==> config.mk <==
export PLATFORM = sky130hd
export DESIGN_NAME = line_read_buffer
export DESIGN_NICKNAME = d
export VERILOG_FILES = /design/src/rtl/lc3b_types.sv /design/src/rtl/word_extract.sv /design/src/rtl/line_read_buffer.sv
export SDC_FILE = /design/constraint.sdc
export NUM_CORES = 1
export LEC_CHECK = 0
export ABC_AREA = 1
export CAP_MARGIN = 20
export CELL_PAD_IN_SITES_DETAIL_PLACEMENT = 0
export CELL_PAD_IN_SITES_GLOBAL_PLACEMENT = 1
export CORE_ASPECT_RATIO = 1.25
export CORE_MARGIN = 2
export CORE_UTILIZATION = 34
export CTS_CLUSTER_SIZE = 12
export DETAILED_ROUTE_END_ITERATION = 10
export PLACE_DENSITY = 0.86
export SLEW_MARGIN = 10
export SYNTH_ARGS = -nofsm -noshare
export SYNTH_HDL_FRONTEND = slang
export SYNTH_SLANG_ARGS = --single-unit
==> constraint.sdc <==
create_clock -name clk -period 4.59 [get_ports clk]
set_input_delay 0.918 -clock clk [delete_from_list [all_inputs] [get_ports clk]]
set_output_delay 0.918 -clock clk [all_outputs]
set_load 0.01 [all_outputs]
==> src/rtl/lc3b_types.sv <==
// Shared LC-3b memory-system types.
//   lc3b_word         16-bit CPU data/address word
//   lc3b_pmem_line    128-bit physical memory line (8 words)
//   lc3b_cache_offset word select within a line (address bits [3:1])
//   lc3b_line_tag     line tag (address bits [15:4])
//   lc3b_lrb_state    line_read_buffer controller state
package lc3b_types;

  typedef logic [15:0]  lc3b_word;
  typedef logic [127:0] lc3b_pmem_line;
  typedef logic [2:0]   lc3b_cache_offset;
  typedef logic [11:0]  lc3b_line_tag;

  typedef enum logic {
    LRB_IDLE  = 1'b0,
    LRB_FETCH = 1'b1
  } lc3b_lrb_state;

endpackage

==> src/rtl/word_extract.sv <==
// Combinational word selector: returns word[offset] of a 128-bit line.
//   line   in  lc3b_pmem_line     source line
//   offset in  lc3b_cache_offset  word index (address bits [3:1])
//   word   out lc3b_word          selected 16-bit word
module word_extract
  import lc3b_types::*;
(
  input  lc3b_pmem_line    line,
  input  lc3b_cache_offset offset,
  output lc3b_word         word
);

  lc3b_word words [8];

  for (genvar gi = 0; gi < 8; gi++) begin : g_word
    assign words[gi] = line[16*gi +: 16];
  end

  assign word = words[offset];

endmodule

==> src/rtl/line_read_buffer.sv <==
// Single-line read buffer between the CPU data-read port and lower memory.
// Holds one line plus tag; hits return in one cycle, misses fetch the whole
// line from below and answer the CPU on the fill edge. Snooped writes to the
// buffered (or in-flight) line invalidate it.
//   clk, reset_n                 clock, async active-low reset
//   mem_address/mem_read         CPU read request (held until mem_resp)
//   mem_rdata/mem_resp           returned word, one-cycle acknowledge
//   lower_address/lower_read     line fetch request (held until lower_resp)
//   lower_rdata/lower_resp       fetched line, one-cycle acknowledge
//   snoop_write/snoop_address    write committing to memory this cycle
module line_read_buffer
  import lc3b_types::*;
#(
  parameter bit HIT_ENABLE = 1'b1
) (
  input  logic          clk,
  input  logic          reset_n,
  input  lc3b_word      mem_address,
  input  logic          mem_read,
  output lc3b_word      mem_rdata,
  output logic          mem_resp,
  output lc3b_word      lower_address,
  output logic          lower_read,
  input  lc3b_pmem_line lower_rdata,
  input  logic          lower_resp,
  input  logic          snoop_write,
  input  lc3b_word      snoop_address
);

  lc3b_lrb_state    state_reg;
  lc3b_pmem_line    line_reg;
  lc3b_line_tag     tag_reg;
  lc3b_cache_offset offset_reg;
  logic             valid_reg;
  logic             poison_reg;

  lc3b_line_tag     req_tag;
  lc3b_cache_offset req_offset;
  lc3b_word         hit_word;
  lc3b_word         fill_word;
  logic             snoop_match;
  logic             hit;

  // Byte-lane and sub-line snoop bits carry no information for a line buffer.
  logic unused_bits;
  assign unused_bits = ^{mem_address[0], snoop_address[3:0]};

  assign req_tag    = mem_address[15:4];
  assign req_offset = mem_address[3:1];

  // In FETCH tag_reg already holds the in-flight tag, so the same compare
  // serves both invalidation (IDLE) and poisoning (FETCH).
  assign snoop_match = snoop_write & (snoop_address[15:4] == tag_reg);
  assign hit = HIT_ENABLE & valid_reg & (tag_reg == req_tag) & ~snoop_match;

  word_extract u_hit_extract (
    .line   (line_reg),
    .offset (req_offset),
    .word   (hit_word)
  );

  word_extract u_fill_extract (
    .line   (lower_rdata),
    .offset (offset_reg),
    .word   (fill_word)
  );

  always_ff @(posedge clk or negedge reset_n) begin
    if (!reset_n) begin
      state_reg     <= LRB_IDLE;
      line_reg      <= '0;
      tag_reg       <= '0;
      offset_reg    <= '0;
      valid_reg     <= 1'b0;
      poison_reg    <= 1'b0;
      mem_resp      <= 1'b0;
      mem_rdata     <= '0;
      lower_read    <= 1'b0;
      lower_address <= '0;
    end else begin
      mem_resp <= 1'b0;
      case (state_reg)
        LRB_IDLE: begin
          if (snoop_match) valid_reg <= 1'b0;
          // A request still high during its response cycle is the same
          // request; skipping it prevents a double acknowledge.
          if (mem_read && !mem_resp) begin
            if (hit) begin
              mem_resp  <= 1'b1;
              mem_rdata <= hit_word;
            end else begin
              state_reg     <= LRB_FETCH;
              lower_read    <= 1'b1;
              lower_address <= {req_tag, 4'b0000};
              tag_reg       <= req_tag;
              offset_reg    <= req_offset;
              valid_reg     <= 1'b0;
              poison_reg    <= 1'b0;
            end
          end
        end
        LRB_FETCH: begin
          if (snoop_match) poison_reg <= 1'b1;
          if (lower_resp) begin
            line_reg   <= lower_rdata;
            // The CPU still gets its word; only retention is suppressed.
            valid_reg  <= ~poison_reg & ~snoop_match;
            mem_resp   <= 1'b1;
            mem_rdata  <= fill_word;
            lower_read <= 1'b0;
            state_reg  <= LRB_IDLE;
          end
        end
        default: state_reg <= LRB_IDLE;
      endcase
    end
  end

endmodule

Word-level counts from Yosys, hierarchy flattened
Cells that the tools add are included.
Word-level totals
  logic and storage cells: 66
  input bits: 165
  output and inout bits: 34
  register bits: 164
Operators by class
  eq/ne operators: 7
  multiplexer cells: 31
  $lt $le $gt $ge: 2
  bitwise logic cells: 10
  reduce and logical (&&, ||, !) cells: 7
Operator list (number)
  $mux 16: 7
  $bmux 16 s3: 2
  $pmux 16 s2: 1
  $eq 12x12->1: 2
  $mux 1: 16
  $reduce_and 3->1: 4
  $pmux 1 s2: 5
  $ge 4x4->1 const B: 2
  $ne 2x2->1 const B: 4
  $not 3->4: 2
  $and 1x1->1: 4
  $not 1->1: 4
  $ne 2x1->1 const B: 1
  $reduce_and 2->1: 1
  $logic_and 1x1->1: 1
  $logic_not 1->1: 1

Depth between registers and ports, before layout
  depth after elaboration: 7
  gate-level depth with buffers: 12
  depth with buffers taken out: 11

Hierarchy
Synthesis repeated with hierarchy kept, for this count alone.
Second synthesis, totals
  cell total of the unflattened synthesis: 1716
  area total of the unflattened synthesis: 10462.5 µm²
By module, submodules not included
  line_read_buffer: sequential area each 4103.9 µm², times used 1, cells an instance 864, area an instance 6939.2 µm²
  word_extract: sequential area each 0.0 µm², times used 2, cells an instance 426, area an instance 1761.7 µm²

Worst setup path after synthesis
Ideal clock, no wire load.
  kind: input to register
  from: input port mem_address[9]
  to: register mem_rdata[0]
  path slack: 2.579 ns
  setup time: 0.117 ns
  cell stages on the path: 11
  required time: 4.473 ns
  data arrival time: 1.894 ns
  buffers on the path: 1
  cells stage by stage: inv_1 nand2_1 nand2_1 nand2_1 nor2_1 nand2_1 nor2_4 nand4_4 buf_2 nand3_1 nand2_1
On the way
  cells in the longest elaborated chain, start to end: 5
RTL lines
  start: declaration: line line_read_buffer.sv:18  | input lc3b_word mem_address,
  $eq 12x12->1: line line_read_buffer.sv:54  | assign hit = HIT_ENABLE & valid_reg & (tag_reg == req_tag) & ~snoop_match;
  $and 1x1->1 (2 in series): line line_read_buffer.sv:54
  $ne 2x2->1 (no line)
  $reduce_and 3->1 (no line)
  end signal: assignment: line line_read_buffer.sv:90  | mem_rdata <= hit_word;
  end signal: assignment: line line_read_buffer.sv:109  | mem_rdata <= fill_word;
  end: declaration: line line_read_buffer.sv:20  | output lc3b_word mem_rdata,
Every way passes these cells.
A chain may end at the register's enable or synchronous reset.

Final worst setup path
  from: input port lower_resp
  to: register line_reg[44]
On the way
  cells in the longest elaborated chain, start to end: 1
RTL lines
  start: declaration: line line_read_buffer.sv:25  | input logic lower_resp,
  $reduce_and 2->1 (no line)
  end signal: assignment: line line_read_buffer.sv:105  | line_reg <= lower_rdata;
  end: declaration: line line_read_buffer.sv:31  | lc3b_pmem_line line_reg;
Every way passes these cells.

==> run_results.csv <==
group,metric,value,unit
clock_network,clock-sinks,164,
setup_path,rrSetupSlack,2.22,ns
placed_design,hpwlAfterDp,21.62,mm
setup_path,cp_slowest_cell,"inv_2",
clock_network,post_cts_resized,0,
drt,wire_per_inst,17.26,um
finish,ff_latch_area,4109,um2
setup_path,worst_ep_arrival_time,3.00,ns
clock_network,hold_buffers,0,
grt,grt_usage,0.2211,
logic_synthesis,synth-edff-count,0,
logic_synthesis,synth_top_family_by_area,"simple AND/OR/NAND/NOR gates",
clock_network,cts_root_buf,"clkbuf_16",
drt,vias,8834,
timing,maxSlewHeadroom,0.3171,
grt,grt_max_degree,104,
timing,tightest_slew,1.024,ns
die,initial_core_util,0.3430,
timing,post-route-min-period,2.637,ns
min_path,holdPathStages,2,
finish,multi_input_area,4058,um2
timing,finClkSkew,0.009625,ns
logic_synthesis,ys_ff_latch,164,
logic_synthesis,synth-adder-area-share,0,
grt,grt_pass1_vias,8332,
min_path,holdPathEnd,"line_reg[33]",
logic_synthesis,synth_flop_cell,"dfrtp_1",
die,die_y,187.3,um
setup_path,cp_common_cell,"nand2_1",
logic_synthesis,synth_area_leaders,"dfrtp_1 45%, nand2_1 19%, o21ai_0 9.1%",
clock_network,post_cts_buffers,0,
setup_path,crit_chain,"clkdlybuf4s50_1, nand2_4, inv_2, buf_12, nand2_1, nand2_1",
clock_network,clk_path_buf_depth,2,
grt,antenna_found_initial,4,
setup_path,r2r-end,"mem_rdata[1]",
pwr,power_density,499.9,nW/um2
logic_synthesis,yosysMostFrequentCell,"nand2_1",
logic_synthesis,synth_xor_area_frac,0.007664,
logic_synthesis,synth_largest_area_cell,"dfrtp_1",
timing,rsz0062_at_grt,"no",
setup_path,rr_worst_depth,7,
timing,finalMaxSlewViolations,0,
logic_synthesis,synth-simple-area-share,0.2394,
clock_network,cts-htree-levels,4,
outcome,status,"finished, final reports clean",
setup_path,reg2reg_from,"offset_reg[0]",
logic_synthesis,async_reset_ff_frac,1.000,
timing,hold_viol,0,
placed_design,place_ws,1.541,ns
pwr,leakage,5.807,nW
finish,drive_gt1_frac,0.04900,
setup_path,crit_type,"primary input to flip-flop",
logic_synthesis,syn_area,9143,um2
finish,num-nets-final,1602,
timing,setup_violations,0,
placed_design,io_buffers,189,
setup_path,crit_path_end_kind,"flip-flop",
pwr,peakVddDrop,0.0002722,V
logic_synthesis,synth_cell_type_count,27,
setup_path,crit_path_start_kind,"primary input",
finish,synthToLayoutAreaGrowth,30.01,%
timing,fin_ws,1.953,ns
logic_synthesis,synth_compound_area_frac,0.1943,
logic_synthesis,synth_area_per_cell,7.038,um2
setup_path,slowest_delay,0.69,ns
drt,drt_pass1_iterations,4,
clock_network,cts_made_buffers,17,
clock_network,clk_pin_slew,0.06,ns
grt,grt_pass1_wl,47.62,mm
timing,tns,0,ns
setup_path,cp_max_fo,66,
die,coreArea,26660,um2
die,die_x,150.7,um
logic_synthesis,ys_warn_count,0,
finish,final_util,0.4459,
placed_design,place.gp.congestion,0.8431,
min_path,hp-start,"line_reg[33]",
die,rows,67,
drt,drt_wl_total,31.04,mm
clock_network,clk_latency,0.44,ns
timing,fmax,0.3792,GHz
finish,largest_reg_flops,128,
logic_synthesis,syn_inst,1299,
drt,drt_iter0_markers,756,
clock_network,cts_tree,"yes",
logic_synthesis,synth_common_cells,"454 x nand2_1, 166 x o21ai_0, 164 x dfrtp_1, 153 x inv_1, 96 x a21oi_1",
drt,drc,0,
setup_path,cp.required,4.96,ns
die,io_pins,199,
min_path,hp-class,"flip-flop to flip-flop",
finish,fillers,2727,
drt,drtAntennaViolNets,0,
run,cap_violations,0,
drt,vias_per_cell,4.913,
die,floorplan.die_area,28230,um2
logic_synthesis,yosysSeqAreaShare,0.4489,
timing,fin_crit_sh,0.5745,
logic_synthesis,synth_top_cell_area_share,0.4489,
logic_synthesis,synth_mux_area_frac,0,
grt,grt-ovfl-total,0,
## stage by stage
stage | total power (W) | instance area [um2] | cells | hold WS, ns
2_1_floorplan | 0.003472 | 9154 | 1302 | 0.4436
3_3_place_gp | 0.004301 | 11230 | 1763 | 0.4560
3_5_place_dp | 0.004341 | 11230 | 1763 | 0.4601
4_1_cts | 0.005958 | 11880 | 1794 | 0.4773
5_1_grt | 0.006341 | 11890 | 1798 | 0.4897
6_report | 0.005942 | 11890 | 1798 | 0.4740
## layout by cell type, fill, tap and decap left out, types with 2 or more instances in the layout
master	netlist	routed
xnor2_1	8	8
nand2_4	2	3
bufinv_16	0	5
conb_1	1	4
o21ai_2	6	6
diode_2	0	4
a21oi_1	96	96
o22ai_1	16	16
buf_12	0	2
buf_4	4	15
o21ai_0	166	166
o21ai_1	13	13
clkinvlp_4	0	3
inv_1	153	153
clkinv_4	0	2
dfrtp_1	164	162
clkbuf_16	0	17
nand2_1	454	453
nand3_1	59	59
clkdlybuf4s50_1	0	186
o211ai_1	33	33
nor2_1	26	26
inv_2	6	6
## critical path: cells and delay by family
kind	cells	cell delay, ns
AND/OR/NAND/NOR	3	0.52
buffers and inverters	3	1.51
## cell families (layout without fill, tap and decap cells)
group / after synthesis / in the layout
AND/OR/NAND/NOR: 547 / 547
AO/OA/AOI/OAI: 330 / 330
buffers and inverters: 249 / 396
flip-flops: 164 / 164
XOR/XNOR: 8 / 8
other: 1 / 8
## power by group
part | total, W | internal, W | switching (W)
sequential | 0.00233 | 0.00194 | 0.000390
clock | 0.00160 | 0.000980 | 0.000617
combinational | 0.00202 | 0.000858 | 0.00116
total | 0.00594 | 0.00377 | 0.00217
## cell type report
cell class              instances  area share
flip-flops and latches        164      0.3457
multi-input cells             889      0.3414
repair buffers                205      0.1708
inverters                     160     0.05053
clock buffers                  19     0.03726
well taps                     345     0.03632
clock inverters                12     0.01716
diodes                          4   0.0008421
## layer usage
metal / global-route usage / up-vias / wire length [um]
met3: 0.03171 / 38 / 1664
met1: 0.3079 / 4108 / 13800
met4: 0.09274 / 0 / 967
li1: - / 4407 / -
met2: 0.3432 / 281 / 14610
met5: 0 / - / 0
## worst max-delay path by stage
stage                         from            to  depth (start not counted)
CTS                     lower_resp  line_reg[44]                          6
detailed placement      lower_resp  line_reg[44]                          6
floorplan           mem_address[9]  mem_rdata[0]                         11
global placement        lower_resp  line_reg[43]                          6
global route            lower_resp  line_reg[18]                          4
finish                  lower_resp  line_reg[44]                          6
(Power assumes the default switching activity.)
